$ cat config.mk
export PLATFORM = sky130hd
export DESIGN_NAME = key_debounce
export DESIGN_NICKNAME = d
export VERILOG_FILES = /design/src/rtl/key_debounce.sv
export SDC_FILE = /design/constraint.sdc
export NUM_CORES = 1
export LEC_CHECK = 0
export ABC_AREA = 1
export BUFFER_PORTS_ARGS = -buffer_cell sky130_fd_sc_hd__buf_2
export CELL_PAD_IN_SITES_DETAIL_PLACEMENT = 1
export CELL_PAD_IN_SITES_GLOBAL_PLACEMENT = 2
export CORE_MARGIN = 5
export CORE_UTILIZATION = 35
export CTS_BUF_LIST = sky130_fd_sc_hd__clkbuf_8 sky130_fd_sc_hd__clkbuf_16
export CTS_CLUSTER_DIAMETER = 120
export DETAILED_ROUTE_END_ITERATION = 10
export GPL_TIMING_DRIVEN = 0
export PLACE_DENSITY = 0.77
export SYNTH_ARGS = -nofsm -noshare
export SYNTH_HDL_FRONTEND = slang
export SYNTH_SLANG_ARGS = --single-unit
$ cat constraint.sdc
create_clock -name clk -period 1.9 [get_ports clk]
set_input_delay 0.19 -clock clk [delete_from_list [all_inputs] [get_ports clk]]
set_output_delay 0.19 -clock clk [all_outputs]
set_load 0.01 [all_outputs]
$ cat src/rtl/key_debounce.sv
// Mechanical key reader: 2-FF synchroniser, stability-counter debounce FSM, and registered press/release pulses.
// Optional long-press detection is compiled in with `define KEY_LONG_PRESS_EN; otherwise key_long is tied to 0.
module key_debounce #(
  parameter int DB_CNT         = 500000,
  parameter int CNT_W          = 25,
  parameter int KEY_ACTIVE_LOW = 1,
  parameter int LONG_CNT       = 25000000
) (
  input  logic clk,
  input  logic rst_n,
  input  logic key_in,
  output logic key_state,
  output logic key_press,
  output logic key_release,
  output logic key_long
);

  typedef enum logic [1:0] {
    IDLE       = 2'd0,
    PRESS_DB   = 2'd1,
    PRESSED    = 2'd2,
    RELEASE_DB = 2'd3
  } state_e;

  localparam logic             KP_INV  = (KEY_ACTIVE_LOW != 0);
  localparam logic [CNT_W-1:0] CNT_ONE = CNT_W'(1);
  localparam logic [CNT_W-1:0] DB_LAST = CNT_W'(DB_CNT - 1);

  // Out-of-range settings would let the counter wrap or never terminate.
  if (DB_CNT < 2 || longint'(DB_CNT) > ((longint'(1) << CNT_W) - 1) ||
      LONG_CNT < 1 || longint'(LONG_CNT) > ((longint'(1) << CNT_W) - 1)) begin : g_bad_cfg
    $error("key_debounce: DB_CNT/LONG_CNT out of range for CNT_W");
  end

  logic             sync1_q, sync2_q;
  logic             kp;
  state_e           state_q, state_d;
  logic [CNT_W-1:0] cnt_q, cnt_d;
  logic             key_state_q, key_state_d;
  logic             press_q, press_d;
  logic             release_q, release_d;

  assign kp = key_in ^ KP_INV;

  always_comb begin
    state_d     = state_q;
    cnt_d       = cnt_q;
    key_state_d = key_state_q;
    press_d     = 1'b0;
    release_d   = 1'b0;
    case (state_q)
      IDLE: begin
        if (sync2_q) begin
          state_d = PRESS_DB;
          cnt_d   = CNT_ONE;
        end
      end
      PRESS_DB: begin
        if (!sync2_q) begin
          state_d = IDLE;
          cnt_d   = '0;
        end else if (cnt_q == DB_LAST) begin
          state_d     = PRESSED;
          cnt_d       = '0;
          key_state_d = 1'b1;
          press_d     = 1'b1;
        end else begin
          cnt_d = cnt_q + CNT_ONE;
        end
      end
      PRESSED: begin
        if (!sync2_q) begin
          state_d = RELEASE_DB;
          cnt_d   = CNT_ONE;
        end
      end
      RELEASE_DB: begin
        // A bounce back to pressed is silent: key_state never dropped.
        if (sync2_q) begin
          state_d = PRESSED;
          cnt_d   = '0;
        end else if (cnt_q == DB_LAST) begin
          state_d     = IDLE;
          cnt_d       = '0;
          key_state_d = 1'b0;
          release_d   = 1'b1;
        end else begin
          cnt_d = cnt_q + CNT_ONE;
        end
      end
      default: begin
        state_d = IDLE;
        cnt_d   = '0;
      end
    endcase
  end

`ifdef KEY_LONG_PRESS_EN
  localparam logic [CNT_W-1:0] LONG_LAST = CNT_W'(LONG_CNT - 1);
  localparam logic [CNT_W-1:0] LONG_MAX  = CNT_W'(LONG_CNT);

  logic [CNT_W-1:0] hold_q, hold_d;
  logic             long_q, long_d;

  // Hold count survives RELEASE_DB bounces and saturates so key_long fires once per press.
  always_comb begin
    hold_d = hold_q;
    long_d = 1'b0;
    if (state_q == PRESSED) begin
      if (sync2_q) begin
        if (hold_q == LONG_LAST) begin
          hold_d = LONG_MAX;
          long_d = 1'b1;
        end else if (hold_q < LONG_LAST) begin
          hold_d = hold_q + CNT_ONE;
        end
      end
    end else if (state_q != RELEASE_DB) begin
      hold_d = '0;
    end
  end

  always_ff @(posedge clk or negedge rst_n) begin
    if (!rst_n) begin
      hold_q <= '0;
      long_q <= 1'b0;
    end else begin
      hold_q <= hold_d;
      long_q <= long_d;
    end
  end

  assign key_long = long_q;
`else
  assign key_long = 1'b0;
`endif

  always_ff @(posedge clk or negedge rst_n) begin
    if (!rst_n) begin
      sync1_q     <= 1'b0;
      sync2_q     <= 1'b0;
      state_q     <= IDLE;
      cnt_q       <= '0;
      key_state_q <= 1'b0;
      press_q     <= 1'b0;
      release_q   <= 1'b0;
    end else begin
      sync1_q     <= kp;
      sync2_q     <= sync1_q;
      state_q     <= state_d;
      cnt_q       <= cnt_d;
      key_state_q <= key_state_d;
      press_q     <= press_d;
      release_q   <= release_d;
    end
  end

  assign key_state   = key_state_q;
  assign key_press   = press_q;
  assign key_release = release_q;

endmodule
-- Word-level counts from Yosys, hierarchy flattened
Index checks and enable logic that the tools add are counted.
- flip-flop bits (word level): 32
- bits in latches: 0
- RAM bits: 0
- ROM bits: 0
- input bits: 3
- output and inout bits: 4
- memories kept: 0
- $add $sub $neg: 1
- $mul: 0
- div/mod/pow operators: 0
- order comparisons: 0
- eq/ne operators: 12
- shift operators: 0
- multiplexer cells: 23
- bitwise gates (word level): 1
- reduce and logical (&&, ||, !) cells: 5
- operator list (operator ; count):
    $mux W25 ; 5
    $pmux W25 S4 ; 1
    $add A25 B1 Y25 const B ; 1
    $eq A25 B19 Y1 const B ; 1
    $mux W2 ; 6
    $ne A2 B2 Y1 const B ; 6
    $mux W1 ; 9
    $pmux W2 S4 ; 1
    $ne A3 B3 Y1 const B ; 2
    $reduce_and A5 Y1 ; 1
    $eq A2 B2 Y1 const B ; 2
    $reduce_and A4 Y1 ; 1
    $eq A2 B1 Y1 const B ; 1
    $logic_not A2 Y1 ; 1
    $pmux W1 S2 ; 1
    $reduce_and A2 Y1 ; 1
    $reduce_bool A2 Y1 ; 1
    $not A1 Y1 ; 1

-- Longest topological paths before layout
- depth after elaboration: 4
- mapped depth: 10
- gate-level depth less buffers: 10

-- Least setup slack after synthesis
Ideal clock, no wire load.
- kind: flip-flop to flip-flop
- from: register cnt_q[0]
- to: register cnt_q[16]
- setup time: 117 ps
- arrival time: 1322 ps
- data required time: 1783 ps
- path slack: 462 ps
- stages on the path, launching flop included: 9
- buffers on the path: 0
- path through: dfrtp_1 ha_1 nand2_2 nor2_1 nand2_1 nor2_4 or2_2 nand3_2 nand2_1
- word-level cells in the longest chain between the ends: 4
- elaborated cells between the ends (all ways): 6
- classes of those cells: 1 x add/sub; 1 x eq/ne; 4 x mux
- RTL lines (item ; RTL line ; RTL):
    start, declared ; 38 ; logic [CNT_W-1:0] cnt_q, cnt_d;
    start signal, assigned ; 151 ; cnt_q <= cnt_d;
    $add A25 B1 Y25 or $eq A25 B19 Y1 (tied branches) ; n/a ;
    $mux W25 (*) ; 62, 82 ;
    $mux W25 (on tied branches) ; 79, 59 ;
    $pmux W25 S4 (*) ; 51 ; case (state_q)
Every way passes the cells marked *; elsewhere a longest branch is shown, timed or not.
A chain may end at the register's enable or synchronous reset.

-- Final worst setup path
- from: register cnt_q[1]
- to: register cnt_q[2]
Same word-level chain as after synthesis.

==> impl_metrics.env <==
export IMPL_hpwlAfterDp_mm=4.63
export IMPL_io_pin_count=7
export IMPL_effective_utilization_at_floorplan_pct=35.6
export IMPL_dieWidth_um=87.4
export IMPL_clock_skew_ns=0.00402
export IMPL_route_detailed_drc=0
export IMPL_setup_repair_after_global_routing_missed_its_margin="no"
export IMPL_worstSetupStartpointType="flip-flop"
export IMPL_port_buffer_count=5
export IMPL_setup_tns_final_ns=0
export IMPL_first_pass_grt_wire_length_mm=9.99
export IMPL_post_route_ant_nets=0
export IMPL_final_nets=326
export IMPL_worstSetupPathType="flip-flop to flip-flop"
export IMPL_detailedRoute_firstPassIterationCount=4
export IMPL_antenna_found_initial=0
export IMPL_h_tree_depth=2
export IMPL_die_height_um=87.4
export IMPL_period_share_pct=89.4
export IMPL_worst_hold_margin_ns=-0.0203
export IMPL_vias_per_cell=4.77
export IMPL_yosys_register_bits=32
export IMPL_worst_tran_pin_value_ns=0.766
export IMPL_grt_pass1_vias=1969
export IMPL_sequential_to_total_area_share_from_yosys_stat_pct=38.2
export IMPL_status="complete, but fails checks"
export IMPL_grt_start_max_net_pins=33
export IMPL_detail_route_wirelength_mm=6.02
export IMPL_slew_headroom_pct=48.9
export IMPL_worst_path_max_fanout=9
export IMPL_antenna_cells=0
export IMPL_worst_ep_arrival_time_ns=1.85
export IMPL_tritoncts_num_buffers=5
export IMPL_hp_class="input port to asynchronous set/reset pin"
export IMPL_layout_drive_gt1_share_pct=12.7
export IMPL_final_min_clock_period_ns=1.70
export IMPL_max_cap_viol_count=0
export IMPL_cts_hold_fix_buffers=0
export IMPL_cts_reportedPaths_clkPinSlew_ns=0.07
export IMPL_worst_skew_pair_late_latency_ns=0.28
export IMPL_failed_checks="hold timing"
export IMPL_gp_routability_congestion=0.789
export IMPL_final_hold_viol_count=32
export IMPL_rows=28
export IMPL_syn_area_mm2=0.00210
export IMPL_synthesis_yosys_warnings=0
export IMPL_die_area_mm2=0.00764
export IMPL_grt_total_usage_pct=17.4
export IMPL_tritoncts_clock_tree="built"
export IMPL_syn_num_nets=314
export IMPL_synthesis_area_per_instance_um2=6.76
export IMPL_final_core_util_pct=39.8
export IMPL_finalSetupViolations=0
export IMPL_drt_iter0_markers=58
export IMPL_yosys_cell_types_count=27
export IMPL_slew_viol_final=0
export IMPL_worst_endpoint_required_ns=2.05
export IMPL_wl_per_cell_um=15.1
export IMPL_ctsResizeCount=0
export IMPL_post_cts_setup_repair_bufs=0
export IMPL_syn2layout_area_growth_pct=11.7
export IMPL_cp_end_kind="flip-flop"
export IMPL_max_clock_path_buffers=2
export IMPL_power_density_mw_per_mm2=768
export IMPL_via_count=1900
export IMPL_globalRoute_totalOverflow=0
export IMPL_cts_sinks=32
export IMPL_static_leakage_power_nw=1.14
export IMPL_max_clock_freq_mhz=589
export IMPL_cts_root_buffer_cell="sky130_fd_sc_hd__clkbuf_8"
export IMPL_core_area_mm2=0.00589
export IMPL_vdd_drop_max_uv=364
export IMPL_syn_inst_count=310
==> cells in the mapped netlist, drive strengths merged <==
cell type	instances	area share, %
a21o	1	0.36
a21oi	1	0.24
buf	4	1.5
conb	1	0.18
dfrtp	32	38
ha	1	0.60
inv	41	7.3
nand2	115	22
nand3	25	7.9
nand3b	1	0.36
nand4	6	1.8
nor2	53	12
nor3	1	0.24
o21ai	14	3.3
o21bai	1	0.36
o22ai	5	1.5
or2	2	0.60
xnor2	1	0.42
xor2	5	2.1
==> cells by family (layout without fill, tap and decap cells) <==
group	after synthesis	in the layout	synth area share [%]
other	1	1	0.179
and+or+nand+nor	203	203	43.9
adders and majority gates	1	1	0.597
DFF	32	32	38.2
xor gates and xnor gates	6	6	2.51
buffers and inverters	45	58	8.83
AOI/OAI and AO/OA	22	22	5.79
==> layer usage <==
layer / track usage [%] / up-vias / part of all wire (%)
met1: 23.6 / 896 / 50
met2: 29.1 / 18 / 48
met3: 2.93 / 2 / 2.2
met5: 0 / - / 0
li1: - / 984 / -
met4: 3.77 / 0 / 0.48
==> layout by cell type (no fill, tap or decap), drive strengths merged <==
| master | Yosys | routed |
|---|---|---|
| o21ai | 14 | 14 |
| bufinv | 0 | 1 |
| nand3b | 1 | 1 |
| o21bai | 1 | 1 |
| clkbuf | 0 | 7 |
| xnor2 | 1 | 1 |
| nor2 | 53 | 53 |
| nor3 | 1 | 1 |
| o22ai | 5 | 5 |
| a21o | 1 | 1 |
| or2 | 2 | 2 |
| nand4 | 6 | 6 |
| a21oi | 1 | 1 |
| inv | 41 | 41 |
| ha | 1 | 1 |
| conb | 1 | 1 |
| dfrtp | 32 | 32 |
| xor2 | 5 | 5 |
| nand2 | 115 | 115 |
| nand3 | 25 | 25 |
| buf | 4 | 9 |
==> sequential cells by signal, summed over array words and instances, names as in the netlist, named ones only <==
name and cells:
cnt_q 25, key_press 1, key_release 1, key_state 1, state_q 1, sync1_q 1, sync2_q 1
==> critical path, cell delays in order (launching register included) <==
cell and delay [ns]:
sky130_fd_sc_hd__dfrtp_1 0.40, sky130_fd_sc_hd__ha_1 0.21, sky130_fd_sc_hd__nand2_2 0.10, sky130_fd_sc_hd__inv_1 0.07
sky130_fd_sc_hd__nand2_1 0.09, sky130_fd_sc_hd__nor2_1 0.17, sky130_fd_sc_hd__nand3_1 0.15, sky130_fd_sc_hd__nand2_2 0.24
sky130_fd_sc_hd__o21ai_0 0.14
==> worst paths after layout <==
check | slack [ns] | to | cells past startpoint | start
setup / recovery | 0.20 | cnt_q[2] | 8 | cnt_q[1]
hold / removal | -0.02 | cnt_q[1] | 1 | rst_n
setup reg to reg | 0.20 | cnt_q[2] | 8 | cnt_q[1]
hold reg to reg | 0.37 | sync2_q | 0 | sync1_q
max in group asynchronous | 1.44 | cnt_q[18] | 1 | rst_n
min in group clk | 0.04 | sync1_q | 2 | key_in
==> power by group <==
part / switching, W / leakage (nW) / internal (W)
clock: 0.000264 / 0.0645 / 0.000463
combinational: 0.000221 / 0.642 / 0.0000888
sequential: 0.0000419 / 0.438 / 0.000720
total: 0.000527 / 1.14 / 0.00127
==> metrics by stage <==
step | total power, W | worst slack [ns] | area, um^2 | hold slack, ns | instances
after global routing | 0.00191 | 0.0000817 | 2340 | 0.0216 | 398
after detailed placement | 0.00109 | 0.177 | 2220 | 0.318 | 390
after CTS | 0.00183 | 0.166 | 2340 | 0.00827 | 398
final | 0.00180 | 0.201 | 2340 | -0.0203 | 398
after global placement | 0.00109 | 0.230 | 2220 | 0.317 | 390
after floorplan | 0.000970 | 0.462 | 2100 | -0.106 | 310
==> final cells by class <==
cell class | count | area [um^2]
buffer | 4 | 31.3
clock buffer | 7 | 96.3
clock inverter | 1 | 30.0
fill | 776 | 3540
inverter | 41 | 154
multi-input combinational | 233 | 1110
sequential | 32 | 801
tap | 75 | 93.8
timing repair buffer | 5 | 25.0
No activity file was read; power rests on OpenSTA's default activity.
